$ cat config.mk
export PLATFORM = sky130hd
export DESIGN_NAME = packed_cmd_arbiter
export DESIGN_NICKNAME = d
export VERILOG_FILES = /design/src/rtl/packed_cmd_arbiter.sv
export SDC_FILE = /design/constraint.sdc
export NUM_CORES = 1
export LEC_CHECK = 0
export ABC_AREA = 1
export ABC_CLOCK_PERIOD_IN_PS = 3500
export BUFFER_PORTS_ARGS = -buffer_cell sky130_fd_sc_hd__buf_2
export CAP_MARGIN = 5
export CORE_MARGIN = 4
export CORE_UTILIZATION = 50
export DETAILED_ROUTE_END_ITERATION = 10
export PLACE_DENSITY = 0.87
export SYNTH_ARGS = -nofsm -noshare
export SYNTH_HDL_FRONTEND = slang
export SYNTH_SLANG_ARGS = --single-unit
$ cat constraint.sdc
create_clock -name clk_i -period 3.5 [get_ports clk_i]
set_input_delay 0.525 -clock clk_i [delete_from_list [all_inputs] [get_ports clk_i]]
set_output_delay 0.525 -clock clk_i [all_outputs]
set_load 0.02 [all_outputs]
$ cat src/rtl/packed_cmd_arbiter.sv
// Round-robin arbiter sharing one packed {we, addr[22:0], data[7:0]} command channel
// between several clients, with read-response routing and a read watchdog.
module packed_cmd_arbiter #(
  parameter int          num_clients_p  = 2,
  parameter int          timeout_p      = 1024,
  parameter logic [31:0] timeout_data_p = 32'hDEAD_BEEF,
  localparam int         id_w           = (num_clients_p > 1) ? $clog2(num_clients_p) : 1,
  localparam int         timer_w        = (timeout_p > 1) ? $clog2(timeout_p) : 1
) (
  input  logic                         clk_i,
  input  logic                         reset_n_i,
  input  logic [num_clients_p*32-1:0]  client_data_i,
  input  logic [num_clients_p-1:0]     client_v_i,
  output logic [num_clients_p-1:0]     client_ready_o,
  output logic [31:0]                  client_data_o,
  output logic [num_clients_p-1:0]     client_v_o,
  input  logic [num_clients_p-1:0]     client_ready_i,
  output logic [31:0]                  data_o,
  output logic                         v_o,
  input  logic                         ready_i,
  input  logic [31:0]                  data_i,
  input  logic                         v_i,
  output logic                         ready_o,
  output logic [id_w-1:0]              grant_id_o,
  output logic                         busy_o,
  output logic                         timeout_o,
  output logic                         stale_o
);

  typedef enum logic [1:0] {e_idle, e_send, e_read_wait, e_read_resp} state_e;

  localparam logic [timer_w-1:0] timer_max = timer_w'(timeout_p - 1);

  state_e              state_r, state_n;
  logic [id_w-1:0]     ptr_r, ptr_n;
  logic [timer_w-1:0]  timer_r;
  logic [31:0]         cmd_r, resp_r;

  logic                found;
  logic [id_w-1:0]     winner;
  logic [31:0]         sel_cmd;
  logic                grant;
  logic                timer_done;
  int                  idx;

  // Round-robin search starting at the pointer, first valid client wins.
  always_comb begin
    found   = 1'b0;
    winner  = '0;
    sel_cmd = '0;
    idx     = 0;
    for (int k = 0; k < num_clients_p; k++) begin
      idx = int'(ptr_r) + k;
      if (idx >= num_clients_p) idx = idx - num_clients_p;
      if (!found && client_v_i[idx]) begin
        found   = 1'b1;
        winner  = id_w'(idx);
        sel_cmd = client_data_i[idx*32 +: 32];
      end
    end
    ptr_n = (int'(winner) == num_clients_p - 1) ? '0 : winner + 1'b1;
  end

  assign timer_done = (timer_r == timer_max);

  always_comb begin
    state_n        = state_r;
    client_ready_o = '0;
    client_v_o     = '0;
    v_o            = 1'b0;
    ready_o        = 1'b0;
    grant          = 1'b0;
    case (state_r)
      e_idle: begin
        ready_o = 1'b1;
        if (found) begin
          grant                  = 1'b1;
          client_ready_o[winner] = 1'b1;
          state_n                = e_send;
        end
      end
      e_send: begin
        v_o     = 1'b1;
        ready_o = 1'b1;
        if (ready_i) state_n = cmd_r[31] ? e_idle : e_read_wait;
      end
      e_read_wait: begin
        ready_o = 1'b1;
        if (v_i || timer_done) state_n = e_read_resp;
      end
      e_read_resp: begin
        client_v_o[grant_id_o] = 1'b1;
        if (client_ready_i[grant_id_o]) state_n = e_idle;
      end
      default: state_n = e_idle;
    endcase
    // Handshakes that depend only on inputs must stay quiet while reset is held.
    if (!reset_n_i) begin
      client_ready_o = '0;
      ready_o        = 1'b0;
      grant          = 1'b0;
    end
  end

  assign data_o        = (state_r == e_send) ? cmd_r : '0;
  assign client_data_o = (state_r == e_read_resp) ? resp_r : '0;
  assign busy_o        = (state_r != e_idle);

  always_ff @(posedge clk_i or negedge reset_n_i) begin
    if (!reset_n_i) begin
      state_r    <= e_idle;
      ptr_r      <= '0;
      grant_id_o <= '0;
      timer_r    <= '0;
      timeout_o  <= 1'b0;
      stale_o    <= 1'b0;
    end else begin
      state_r <= state_n;
      if (grant) begin
        ptr_r      <= ptr_n;
        grant_id_o <= winner;
      end
      if (state_r == e_send && ready_i)
        timer_r <= '0;
      else if (state_r == e_read_wait && !v_i && !timer_done)
        timer_r <= timer_r + 1'b1;
      if (state_r == e_read_wait && !v_i && timer_done)
        timeout_o <= 1'b1;
      // Responses outside a read wait are unsolicited (e.g. late after a timeout).
      if ((state_r == e_idle || state_r == e_send) && v_i)
        stale_o <= 1'b1;
    end
  end

  always_ff @(posedge clk_i) begin
    if (grant) cmd_r <= sel_cmd;
    if (state_r == e_read_wait) begin
      if (v_i)             resp_r <= data_i;
      else if (timer_done) resp_r <= timeout_data_p;
    end
  end

endmodule

Word level (Yosys, flattened, before mapping)
Index checks and enable logic that the tools add are counted.
- equality and inequality tests: 8
- $add $sub $neg: 5
- muxes and demuxes: 43
- magnitude comparators: 8
- reductions and logical operators: 20
- shifts and indexed selects: 2
- operators with widths (cell ; number):
    $mux W32 ; 8
    $shiftx A64 B32 Y32 ; 2
    $lt A32 B3 Y1 const B ; 2
    $mux W1 ; 21
    $mux W10 ; 2
    $mux W2 ; 9
    $add A10 B1 Y10 const B ; 1
    $eq A10 B10 Y1 const B ; 1
    $logic_and A1 B1 Y1 ; 8
    $ne A2 B2 Y1 const B ; 4
    $pmux W2 S4 ; 1
    $reduce_bool A2 Y1 ; 3
    $eq A2 B2 Y1 const B ; 2
    $lt A1 B2 Y1 const B ; 2
    $reduce_and A4 Y1 ; 1
    $logic_not A1 Y1 ; 3
    $reduce_or A3 Y1 ; 1
    $sub A1 B2 Y3 const B ; 1
    $sub A2 B2 Y3 const B ; 1
    $add A1 B1 Y2 const B ; 1
    $demux W1 S1 ; 2
    $eq A2 B1 Y1 const B ; 1
    $ge A1 B1 Y1 const B ; 2
    $ge A1 B2 Y1 const B ; 1
    5 further kinds ; 6
- logic and storage cells: 94
- input port bits: 104
- bits in registers: 80

Logic depth before layout (Yosys ltp)
- word-level depth: 16
- mapped depth: 10
- gate-level depth less buffers: 9

Worst setup path after synthesis
No wires, ideal clock.
- kind: input port to flip-flop
- start: input port v_i
- end: register resp_r[0], enable pin
- path buffers: 2
- slack: 0.529 ns
- stages: 4
- library setup time: 0.432 ns
- arrival: 2.539 ns
- cell sequence: buf_2 > inv_2 > clkbuf_1 > a21oi_1
- longest elaborated chain between the ends: 2
- RTL lines (element ; RTL line ; source):
    from (decl) ; 22 ; input logic v_i,
    $reduce_bool A2 Y1 (no line) ; -- ;
    $reduce_and A2 Y1 (no line) ; -- ;
    to (signal assigned) ; 138 ; if (v_i) resp_r <= data_i;
    to (signal assigned) ; 139 ; else if (timer_done) resp_r <= timeout_data_p;
    to (decl) ; 37 ; logic [31:0] cmd_r, resp_r;
No other way between the ends.
A chain may end at the register's enable or synchronous reset.

==> results.toml <==
[yosys]
synth_top_family_by_area = "simple AND/OR/NAND/NOR gates"
share_of_yosys_cell_area_claimed_by_the_top_area_cell_type_pct = 40.2
fraction_of_synthesized_area_in_multiplexers_pct = 0
edff_count_synth = 64
ys_dominant_reg_cell = "sky130_fd_sc_hd__edfxtp_1"
synthesis.area_um2 = 4780
ys_warn_count = 0
ys_ff_latch = 80
synth.area.top_cells = "sky130_fd_sc_hd__edfxtp_1 (40%), sky130_fd_sc_hd__nand2_1 (16%), sky130_fd_sc_hd__inv_1 (9.0%)"
synthDistinctLibCells = 31
synthesis.area_per_instance_um2 = 7.32
mapped_cells = 653
synth-compound-area-share_pct = 8.74
synth.yosys.seq_area_share_pct = 48.6
post_synthesis_xor_xnor_area_fraction_pct = 0.733
yosys.area_share.adder_pct = 0.262
synthesis.nets = 758
ffs_w_async_s_r_synth_pct = 20.0
yosysTopAreaCell = "sky130_fd_sc_hd__edfxtp_1"
synthSimpleGateAreaFrac_pct = 28.9

[power]
power.share.clock_pct = 18.7
p_leak_nw = 3.31
power.share.switching_pct = 44.0
power.density_nw_per_um2 = 662
seqPwrFrac_pct = 33.2
power.total_w = 0.00395
internal_power_w = 0.00221
combinational_share_of_power_pct = 48.1
power.net_switching_w = 0.00174
irDropWorstVdd_mv = 0.299

[finish]
layout.nets = 921
fillCellCount = 834
syn_to_final_growth_pct = 24.7
combined_area_of_the_multi_input_logic_cells_um2 = 1860
final-seq-area_um2 = 2320
post_route_cells_drive_above_1_share_pct = 27.9
n_antenna_cell = 0
fin_cells = 950
final_cell_area_um2 = 5960

[critical_path]
endpoint = "ready_o"
wp_depth = 4
timing.critical_path.cells = "nand2_1, inv_2, nor2_1, buf_2"
crit_buf_inv = 2
path_delay_family = "simple AND/OR/NAND/NOR gates"
critical_path_peak_fanout = 35
critPathSlowestCell = "sky130_fd_sc_hd__nand2_1"
worst_ep_arrival_time_ns = 2.00
type_of_the_worst_setup_path = "reg2out"
critical_path.startpoint_type = "flip-flop"
r2r_slack_ns = 1.49
timing.rr.end = "cmd_r[2]"
critical_path.reg2reg.startpoint = "ptr_r"
cp-end-kind = "output pin"
timing.critical_path.required_ns = 2.97
worst_r2r_path_depth = 7
slowest_delay_ns = 0.81

[drt]
drt_first_pass_iters = 4
post_drt_wl_per_cell_um = 11.8
viasPerCell = 4.61
drt_iter0_drc = 274
drtAntennaViolNets = 0
remaining_drc_errors = 0
routed-via-count = 4379
wirelength_mm = 11.2

[grt]
first_pass_grt_wire_length_mm = 18.6
grt_overflow = 0
first_global_vias = 4183
grt_antenna_before_repair = 0
grt_usage_pct = 20.5
grt_start_max_net_pins = 67

[die]
chip_height_um = 106
die-area_um2 = 11200
initial_core_util_pct = 51.5
design.portCount = 178
die_width_um = 106
placementRows = 35
placeableCoreArea_um2 = 9280

[clock_tree]
cts_hold_repair.buffers = 0
clkSlewWorstSetupHoldPaths_ns = 0.09
clk_root_buffer_cell = "sky130_fd_sc_hd__clkbuf_8"
cts_buffer_depth = 2
cts.htree.levels = 3
clk_latency_ns = 0.34
cts_inserted_buffers = 9
numClockSinks = 80
cts_post_setup_buffers_inserted = 0
post_cts_resize_count = 0
cts_tree = "done"

[sta]
layout_min_cycle_time_ns = 2.52
final.setup.worst_slack_ns = 0.976
finalClockSkew_ns = 0.0138
final_total_negative_setup_slack_ns = 0
worstMarginPinSlew_ns = 1.07
grt_setup_unrepaired = "no"
slew_viol_final = 0
finalHoldViolations = 0
period_share_pct = 72.1
clock.fmax_mhz = 396
report.final.setup_viol = 0
worst_slew_margin_rel_pct = 28.4

[run_status]
run_status = "finished, final reports clean"

[worst_hold_path]
timing.hold.worst.class = "in2async"

[placed_design]
numPortBuffers = 177
post_dp_cell_area_um2 = 5740
pre_cts_ws_ns = 1.35
post-place-cells = 934
dp_hpwl_mm = 8.45
globalplace.congestion = 0.826

[flow_run]
maxCapViolations = 0
## how the worst min path moves through the flow
stage / from / endpoint / cells past startpoint
final: reset_n_i / timeout_o / 1
after global routing: reset_n_i / timer_r[9] / 1
after CTS: reset_n_i / stale_o / 1
after detailed placement: reset_n_i / stale_o / 1
after global placement: reset_n_i / stale_o / 1
after floorplan: reset_n_i / async pin / 0
## cell families (layout without fill, tap and decap cells)
logic type      after synthesis  count (layout)
simple gates                335             335
buf+inv                     155             323
fa+ha+maj                     1               1
xor+xnor                      4               4
flops                        80              80
compound gates               78              78
## placed cells by master, fill, tap and decap left out, types with 2 or more instances in the layout
cell type,n
sky130_fd_sc_hd__nand2_4,2
sky130_fd_sc_hd__nor2_1,80
sky130_fd_sc_hd__clkinv_4,2
sky130_fd_sc_hd__dfrtp_1,16
sky130_fd_sc_hd__inv_2,9
sky130_fd_sc_hd__nand2_1,206
sky130_fd_sc_hd__nand3_1,12
sky130_fd_sc_hd__nand2_2,2
sky130_fd_sc_hd__edfxtp_1,64
sky130_fd_sc_hd__buf_2,177
sky130_fd_sc_hd__or2_1,18
sky130_fd_sc_hd__or2_2,7
sky130_fd_sc_hd__inv_1,115
sky130_fd_sc_hd__buf_4,6
sky130_fd_sc_hd__nand4_1,3
sky130_fd_sc_hd__nor2_2,3
sky130_fd_sc_hd__o21ai_1,15
sky130_fd_sc_hd__xor2_1,3
sky130_fd_sc_hd__a21oi_1,3
sky130_fd_sc_hd__o21ai_2,3
sky130_fd_sc_hd__o21ai_0,52
sky130_fd_sc_hd__clkbuf_8,10
## through the flow
stage               hold slack, ns  utilization [%]
floorplan                    0.229                -
global placement             0.453             61.8
detailed placement           0.461             61.8
CTS                         0.0835             64.2
global route                0.0973             64.2
finish                      0.0859             64.2
## registers in the layout, indices dropped and copies added, names as in the netlist, named ones only
signal,count
stale_o,1
resp_r,32
state_r,1
grant_id_o,1
cmd_r,32
ptr_r,1
timeout_o,1
timer_r,10
## cell usage after synthesis (4+ instances only)
library cell and n:
sky130_fd_sc_hd__buf_2 9, sky130_fd_sc_hd__nor2_1 80, sky130_fd_sc_hd__or2_1 18, sky130_fd_sc_hd__nand2_1 206, sky130_fd_sc_hd__inv_2 9, sky130_fd_sc_hd__inv_1 115, sky130_fd_sc_hd__dfrtp_1 16, sky130_fd_sc_hd__clkbuf_1 15
sky130_fd_sc_hd__edfxtp_1 64, sky130_fd_sc_hd__a21oi_1 4, sky130_fd_sc_hd__nand3_1 12, sky130_fd_sc_hd__o21ai_0 52, sky130_fd_sc_hd__o21ai_1 15, sky130_fd_sc_hd__or2_2 7
## area by class of cell
type | count | share of cell area, %
Sequential cell | 80 | 39.0
Multi-Input combinational cell | 418 | 31.2
Timing Repair Buffer | 183 | 15.6
Inverter | 124 | 7.81
Clock buffer | 11 | 2.73
Tap cell | 129 | 2.71
Clock inverter | 5 | 1.03
## layer usage
layer	GRT usage (%)	vias up	part of all wire, %	wire length [µm]
met3	6.61	9	11	1200
met4	5.74	0	1.1	121
li1	-	2308	-	-
met5	0	-	0	0
met1	24.8	1887	42	4730
met2	35.0	175	46	5150
## power by group through the flow
stage	sequential, W	clock, W	combinational [W]
final	0.00131	0.000739	0.00190
after global routing	0.00132	0.000798	0.00216
after CTS	0.00131	0.000754	0.00192
after detailed placement	0.00133	0	0.00192
after global placement	0.00133	0	0.00188
after floorplan	0.00132	0	0.00141
Power figures use the tool's default switching activity.
